[src/rtl/memory_arbiter_if.sv]
// Bus bundle between the memory arbiter, its two requesters (instruction and data)
// and the single-ported RAM. The master view belongs to the arbiter.
interface memory_arbiter_if;
  logic        iREN;
  logic [31:0] iaddr;
  logic        iwait;
  logic [31:0] iload;
  logic        dREN;
  logic        dWEN;
  logic [31:0] daddr;
  logic [31:0] dstore;
  logic        dwait;
  logic [31:0] dload;
  logic        ramREN;
  logic        ramWEN;
  logic [31:0] ramaddr;
  logic [31:0] ramstore;
  logic [31:0] ramload;
  logic [1:0]  ramstate;
  logic        bus_err;

  modport master (
    input  iREN, iaddr, dREN, dWEN, daddr, dstore, ramload, ramstate,
    output iwait, iload, dwait, dload, ramREN, ramWEN, ramaddr, ramstore, bus_err
  );

  modport slave (
    output iREN, iaddr, dREN, dWEN, daddr, dstore, ramload, ramstate,
    input  iwait, iload, dwait, dload, ramREN, ramWEN, ramaddr, ramstore, bus_err
  );
endinterface

[src/rtl/memory_arbiter.sv]
// Arbitrates one RAM port between instruction fetch and data access: data has
// priority unless instruction fetch has been starved, with timeout/error abort.
module memory_arbiter #(
  parameter int TIMEOUT    = 255,
  parameter int STARVE_MAX = 4
) (
  input  logic              CLK,
  input  logic              nRST,
  memory_arbiter_if.master  bus
);

  localparam int TW = ($clog2(TIMEOUT + 1) > 8) ? $clog2(TIMEOUT + 1) : 8;
  localparam int SW = ($clog2(STARVE_MAX + 1) > 1) ? $clog2(STARVE_MAX + 1) : 1;
  localparam logic [TW-1:0] TLIM = TW'(TIMEOUT - 1);
  localparam logic [SW-1:0] SMAX = SW'(STARVE_MAX);
  localparam logic [1:0]    RAM_ACCESS = 2'd2;
  localparam logic [1:0]    RAM_ERROR  = 2'd3;

  typedef enum logic [1:0] {IDLE, DATA, INSTR} state_t;

  state_t        state;
  state_t        state_nxt;
  logic [TW-1:0] tcnt;
  logic [SW-1:0] starve_cnt;
  logic          bus_err_r;
  logic          dreq;
  logic          dcomp;
  logic          icomp;
  logic          abort;
  logic          grant;

  assign dreq        = bus.dREN | bus.dWEN;
  assign bus.iload   = bus.ramload;
  assign bus.dload   = bus.ramload;
  assign bus.bus_err = bus_err_r;

  always_comb begin
    state_nxt    = state;
    bus.ramREN   = 1'b0;
    bus.ramWEN   = 1'b0;
    bus.ramaddr  = '0;
    bus.ramstore = '0;
    bus.iwait    = 1'b1;
    bus.dwait    = 1'b1;
    dcomp        = 1'b0;
    icomp        = 1'b0;
    abort        = 1'b0;
    grant        = 1'b0;
    case (state)
      IDLE: begin
        // A starved instruction fetch overrides the normal data priority.
        if (bus.iREN && starve_cnt == SMAX) begin
          state_nxt = INSTR;
          grant     = 1'b1;
        end else if (dreq) begin
          state_nxt = DATA;
          grant     = 1'b1;
        end else if (bus.iREN) begin
          state_nxt = INSTR;
          grant     = 1'b1;
        end
      end
      DATA: begin
        bus.ramaddr  = bus.daddr;
        bus.ramstore = bus.dstore;
        bus.ramWEN   = bus.dWEN;
        bus.ramREN   = bus.dREN & ~bus.dWEN;
        if (!dreq) begin
          state_nxt = IDLE;
        end else if (bus.ramstate == RAM_ACCESS) begin
          bus.dwait = 1'b0;
          dcomp     = 1'b1;
          state_nxt = IDLE;
        end else if (bus.ramstate == RAM_ERROR || tcnt >= TLIM) begin
          abort     = 1'b1;
          state_nxt = IDLE;
        end
      end
      INSTR: begin
        bus.ramaddr = bus.iaddr;
        bus.ramREN  = 1'b1;
        if (!bus.iREN) begin
          state_nxt = IDLE;
        end else if (bus.ramstate == RAM_ACCESS) begin
          bus.iwait = 1'b0;
          icomp     = 1'b1;
          state_nxt = IDLE;
        end else if (bus.ramstate == RAM_ERROR || tcnt >= TLIM) begin
          abort     = 1'b1;
          state_nxt = IDLE;
        end
      end
      default: state_nxt = IDLE;
    endcase
  end

  always_ff @(posedge CLK or negedge nRST) begin
    if (!nRST) begin
      state      <= IDLE;
      tcnt       <= '0;
      starve_cnt <= '0;
      bus_err_r  <= 1'b0;
    end else begin
      state <= state_nxt;
      if (grant) begin
        tcnt <= '0;
      end else if (state != IDLE && bus.ramstate != RAM_ACCESS) begin
        tcnt <= tcnt + TW'(1);
      end
      if (abort) begin
        bus_err_r <= 1'b1;
      end
      if (!bus.iREN || icomp) begin
        starve_cnt <= '0;
      end else if (dcomp && starve_cnt < SMAX) begin
        starve_cnt <= starve_cnt + SW'(1);
      end
    end
  end

endmodule
[src/flat_wrapper.sv]
// flat-port wrapper written by rule: the top's interface ports become plain ports
module memory_arbiter_flat 
#(
  parameter int TIMEOUT    = 255,
  parameter int STARVE_MAX = 4
)
  (CLK, nRST, bus_iREN, bus_iaddr, bus_dREN, bus_dWEN, bus_daddr, bus_dstore, bus_ramload, bus_ramstate, bus_iwait, bus_iload, bus_dwait, bus_dload, bus_ramREN, bus_ramWEN, bus_ramaddr, bus_ramstore, bus_bus_err);
  memory_arbiter_if bus_i ();
  input  logic CLK;
  input  logic nRST;
  input wire logic [$bits(bus_i.iREN)-1:0] bus_iREN;
  input wire logic [$bits(bus_i.iaddr)-1:0] bus_iaddr;
  input wire logic [$bits(bus_i.dREN)-1:0] bus_dREN;
  input wire logic [$bits(bus_i.dWEN)-1:0] bus_dWEN;
  input wire logic [$bits(bus_i.daddr)-1:0] bus_daddr;
  input wire logic [$bits(bus_i.dstore)-1:0] bus_dstore;
  input wire logic [$bits(bus_i.ramload)-1:0] bus_ramload;
  input wire logic [$bits(bus_i.ramstate)-1:0] bus_ramstate;
  output wire logic [$bits(bus_i.iwait)-1:0] bus_iwait;
  output wire logic [$bits(bus_i.iload)-1:0] bus_iload;
  output wire logic [$bits(bus_i.dwait)-1:0] bus_dwait;
  output wire logic [$bits(bus_i.dload)-1:0] bus_dload;
  output wire logic [$bits(bus_i.ramREN)-1:0] bus_ramREN;
  output wire logic [$bits(bus_i.ramWEN)-1:0] bus_ramWEN;
  output wire logic [$bits(bus_i.ramaddr)-1:0] bus_ramaddr;
  output wire logic [$bits(bus_i.ramstore)-1:0] bus_ramstore;
  output wire logic [$bits(bus_i.bus_err)-1:0] bus_bus_err;
  assign bus_i.iREN = bus_iREN;
  assign bus_i.iaddr = bus_iaddr;
  assign bus_i.dREN = bus_dREN;
  assign bus_i.dWEN = bus_dWEN;
  assign bus_i.daddr = bus_daddr;
  assign bus_i.dstore = bus_dstore;
  assign bus_i.ramload = bus_ramload;
  assign bus_i.ramstate = bus_ramstate;
  assign bus_iwait = bus_i.iwait;
  assign bus_iload = bus_i.iload;
  assign bus_dwait = bus_i.dwait;
  assign bus_dload = bus_i.dload;
  assign bus_ramREN = bus_i.ramREN;
  assign bus_ramWEN = bus_i.ramWEN;
  assign bus_ramaddr = bus_i.ramaddr;
  assign bus_ramstore = bus_i.ramstore;
  assign bus_bus_err = bus_i.bus_err;
  memory_arbiter #(.TIMEOUT(TIMEOUT), .STARVE_MAX(STARVE_MAX)) u_core (.CLK(CLK), .nRST(nRST), .bus(bus_i));
endmodule
[config.mk]
export PLATFORM = sky130hd
export DESIGN_NAME = memory_arbiter_flat
export DESIGN_NICKNAME = d
export VERILOG_FILES = /design/src/rtl/memory_arbiter_if.sv /design/src/rtl/memory_arbiter.sv /design/src/flat_wrapper.sv
export SDC_FILE = /design/constraint.sdc
export NUM_CORES = 1
export LEC_CHECK = 0
export CAP_MARGIN = 20
export CORE_MARGIN = 8
export CORE_UTILIZATION = 23
export CTS_BUF_LIST = sky130_fd_sc_hd__clkbuf_16
export DETAILED_ROUTE_END_ITERATION = 10
export PLACE_DENSITY = 0.78
export SYNTH_ARGS = -nofsm -noshare
export SYNTH_HDL_FRONTEND = slang
export SYNTH_SLANG_ARGS = --single-unit
[constraint.sdc]
create_clock -name CLK -period 1.61 [get_ports CLK]
set_input_delay 0.322 -clock CLK [delete_from_list [all_inputs] [get_ports CLK]]
set_output_delay 0.322 -clock CLK [all_outputs]
set_load 0.005 [all_outputs]
==> impl_metrics.tcl <==
set metrics [dict create \
    holdCritPathClass "in2async" \
    gp_congestion 0.8643 \
    setup_viol 72 \
    rsz0062_at_grt "yes" \
    tritoncts "built" \
    relSlewSlack_pct 82.46 \
    fin_ws_ns -0.3428 \
    clk_pin_slew_worst_paths_ns 0.05 \
    p_int_uw 3260 \
    ys_ff_latch 14 \
    multi_input_area_mm2 0.001406 \
    dieWidth_um 110.2 \
    drt-total-wl_um 10480 \
    drive_gt1_share_pct 43.14 \
    synth_nets 413 \
    cp-start-kind "flip-flop" \
    die-area_mm2 0.01215 \
    dp_hpwl_um 7962 \
    max_freq_mhz 512.1 \
    power_uw 5175 \
    ios 268 \
    initial_utilization_pct 23.53 \
    drt_iter0_markers 89 \
    fin_area_mm2 0.004011 \
    synth-seq-area-share_pct 17.16 \
    htreeDepth 1 \
    ir_drop_mv 0.4224 \
    syn_to_final_growth_pct 96.45 \
    vias 2374 \
    antenna_left 0 \
    fin_worst_skew_ns 0.003382 \
    hold_viol 0 \
    final_cell_mix "clkdlybuf4s50_1 (102), buf_2 (55), nor2b_1 (33)" \
    drc 0 \
    portBuffers 171 \
    synthDistinctLibCells 34 \
    cts_made_buffers 3 \
    root_buffer "clkbuf_16" \
    status "complete, but fails checks" \
    path_max_fanout 5 \
    ctsHoldBuffers 0 \
    antenna_found_initial 0 \
    cp.required_ns 1.29 \
    min_period_over_period_pct 121.3 \
    grt_usage_pct 15.96 \
    core_region_area_mm2 0.008678 \
    fp-row-count 34 \
    fillers 849 \
    drv_slew 0 \
    fp.dieH_um 110.2 \
    grt_pass1_vias 2550 \
    ys_top_cells_by_area "buf_4 (24%), dfrtp_1 (17%), a22oi_1 (12%), and2_1 (10%), nor2b_1 (10%)" \
    power.density_mw_per_mm2 1290 \
    final_nets 552 \
    maxCapViolCount 0 \
    leakage_uw 0.001731 \
    seqPwrFrac_pct 8.9 \
    cp-end-kind "primary output" \
    p_comb_share_pct 82.0 \
    cts_buffer_depth 2 \
    final_common_cell "clkdlybuf4s50_1" \
    grt_max_degree 31 \
    insertion_delay_ns 0.24 \
    syn_inst 270 \
    n_antenna_cell 0 \
    p_sw_share_pct 37.02 \
    worstMarginPinSlew_ns 0.2627 \
    avgViaCountPerCell 4.601 \
    wl_per_cell_um 20.30 \
    yosys_warnings 0 \
    regArea_um2 350.3 \
    synthesis.area_mm2 0.002042 \
    setup_tns_ns -15.39 \
    power_switching_uw 1916 \
    clkPwrFrac_pct 9.1 \
    dr.pass1.iters 4 \
    violations "setup timing" \
    grt_pass1_wl_um 14970 \
    grt_remaining_overflow 0 \
    min_period_ns 1.953 \
    place_area_mm2 0.003562 \
    arrival_ns 1.63 \
    worstSetupPathType "reg2out" \
    synth_top_area_share_pct 23.53 \
    synth_area_per_cell_um2 7.563 \
    synth_top_area_cell "buf_4" \
    clock-sinks 14 \
]
area by class of cell:
class / instances / share of cell area [%]
multi-input combinational: 169 / 35.06
tap: 108 / 3.369
sequential: 14 / 8.734
clock buffer: 3 / 1.871
clock inverter: 1 / 0.09357
timing repair buffer: 214 / 50.16
inverter: 7 / 0.7174
Yosys cell counts:
cell,n
a21oi_1,2
buf_4,64
nor4_1,2
and2b_1,1
nor2_1,12
a31o_2,1
nand2b_1,3
nor3_1,4
o21a_1,1
a22oi_1,32
dfrtp_1,14
nand4_1,1
buf_2,3
a22o_1,1
o21ai_0,5
clkbuf_1,10
nor2b_1,33
and2_1,33
inv_1,7
mux2i_1,2
a31oi_1,1
buf_1,3
or3_1,2
xnor2_1,5
nand2_1,10
nor4_2,1
a32o_1,1
nand3b_1,1
a21o_1,2
ha_1,8
o22ai_1,1
a211oi_1,1
nand3_1,2
nor4b_1,1
through the flow:
stage | hold slack (ns) | util (%) | instances | worst slack, ns
final | 0.3874 | 46.22 | 516 | -0.3428
after detailed placement | 0.5025 | 41.05 | 491 | -0.4638
after floorplan | 0.02641 | - | 270 | 0.02411
after global routing | 0.4210 | 46.22 | 516 | -0.4163
after global placement | 0.4990 | 41.05 | 491 | -0.4117
after CTS | 0.3902 | 46.32 | 516 | -0.3457
critical path: stages, from the launching register on:
cell and delay [ns]:
dfrtp_1 0.39, buf_6 0.13, ha_4 0.17, buf_12 0.14
buf_8 0.12, buf_16 0.13, a22oi_2 0.11, nor2b_1 0.06
buf_2 0.13
per-layer routing:
layer / routed length, µm / track usage (%)
met2: 5213 / 28.34
met3: 1321 / 5.698
met1: 3875 / 18.34
met5: 0 / 0
met4: 65 / 2.284
power groups by stage:
stage,Clock (µW),Combinational (µW),Sequential [µW]
after global routing,492,4560,474
final,469,4240,463
after global placement,0,3210,462
after detailed placement,0,3260,467
after CTS,479,4390,458
after floorplan,0,1450,457
sequential cells by signal, indices dropped and copies added, names as in the netlist:
name	flops
u_core.tcnt	8
u_core.bus.bus_err	1
u_core.state	2
u_core.starve_cnt	3
cells by family after synthesis:
logic type,count (synthesis),share of synthesized area (%)
simple gates,106,29.96
buf+inv,87,27.94
compound gates,48,16.91
flops,14,17.16
fa+ha+maj,8,4.902
xor+xnor,5,2.145
mux,2,0.9804
timing repair:
| action | CTS | global route |
|---|---|---|
| endpoints found under the setup margin | 72 | 78 |
| gates cloned | 7 | 0 |
| resized for setup | 357 | 15 |
| setup buffers | 14 | 3 |
| pin swaps | 15 | 6 |
worst paths after layout:
| path | from | slack [ns] | cells past startpoint | endpoint |
|---|---|---|---|---|
| min | nRST | 0.39 | 2 | u_core.tcnt[4]$_DFFE_PN0P_ |
| max | u_core.state[0]$_DFFE_PN0P_ | -0.34 | 8 | bus_ramaddr[7] |
| min in group CLK | u_core.bus.bus_err$_DFFE_PN0P_ | 0.52 | 1 | u_core.bus.bus_err$_DFFE_PN0P_ |
| max in group asynchronous | nRST | 1.05 | 2 | u_core.tcnt[2]$_DFFE_PN0P_ |
| max reg2reg | u_core.state[0]$_DFFE_PN0P_ | -0.23 | 10 | u_core.state[0]$_DFFE_PN0P_ |
| min reg2reg | u_core.bus.bus_err$_DFFE_PN0P_ | 0.52 | 1 | u_core.bus.bus_err$_DFFE_PN0P_ |
Power figures use the tool's default switching activity.
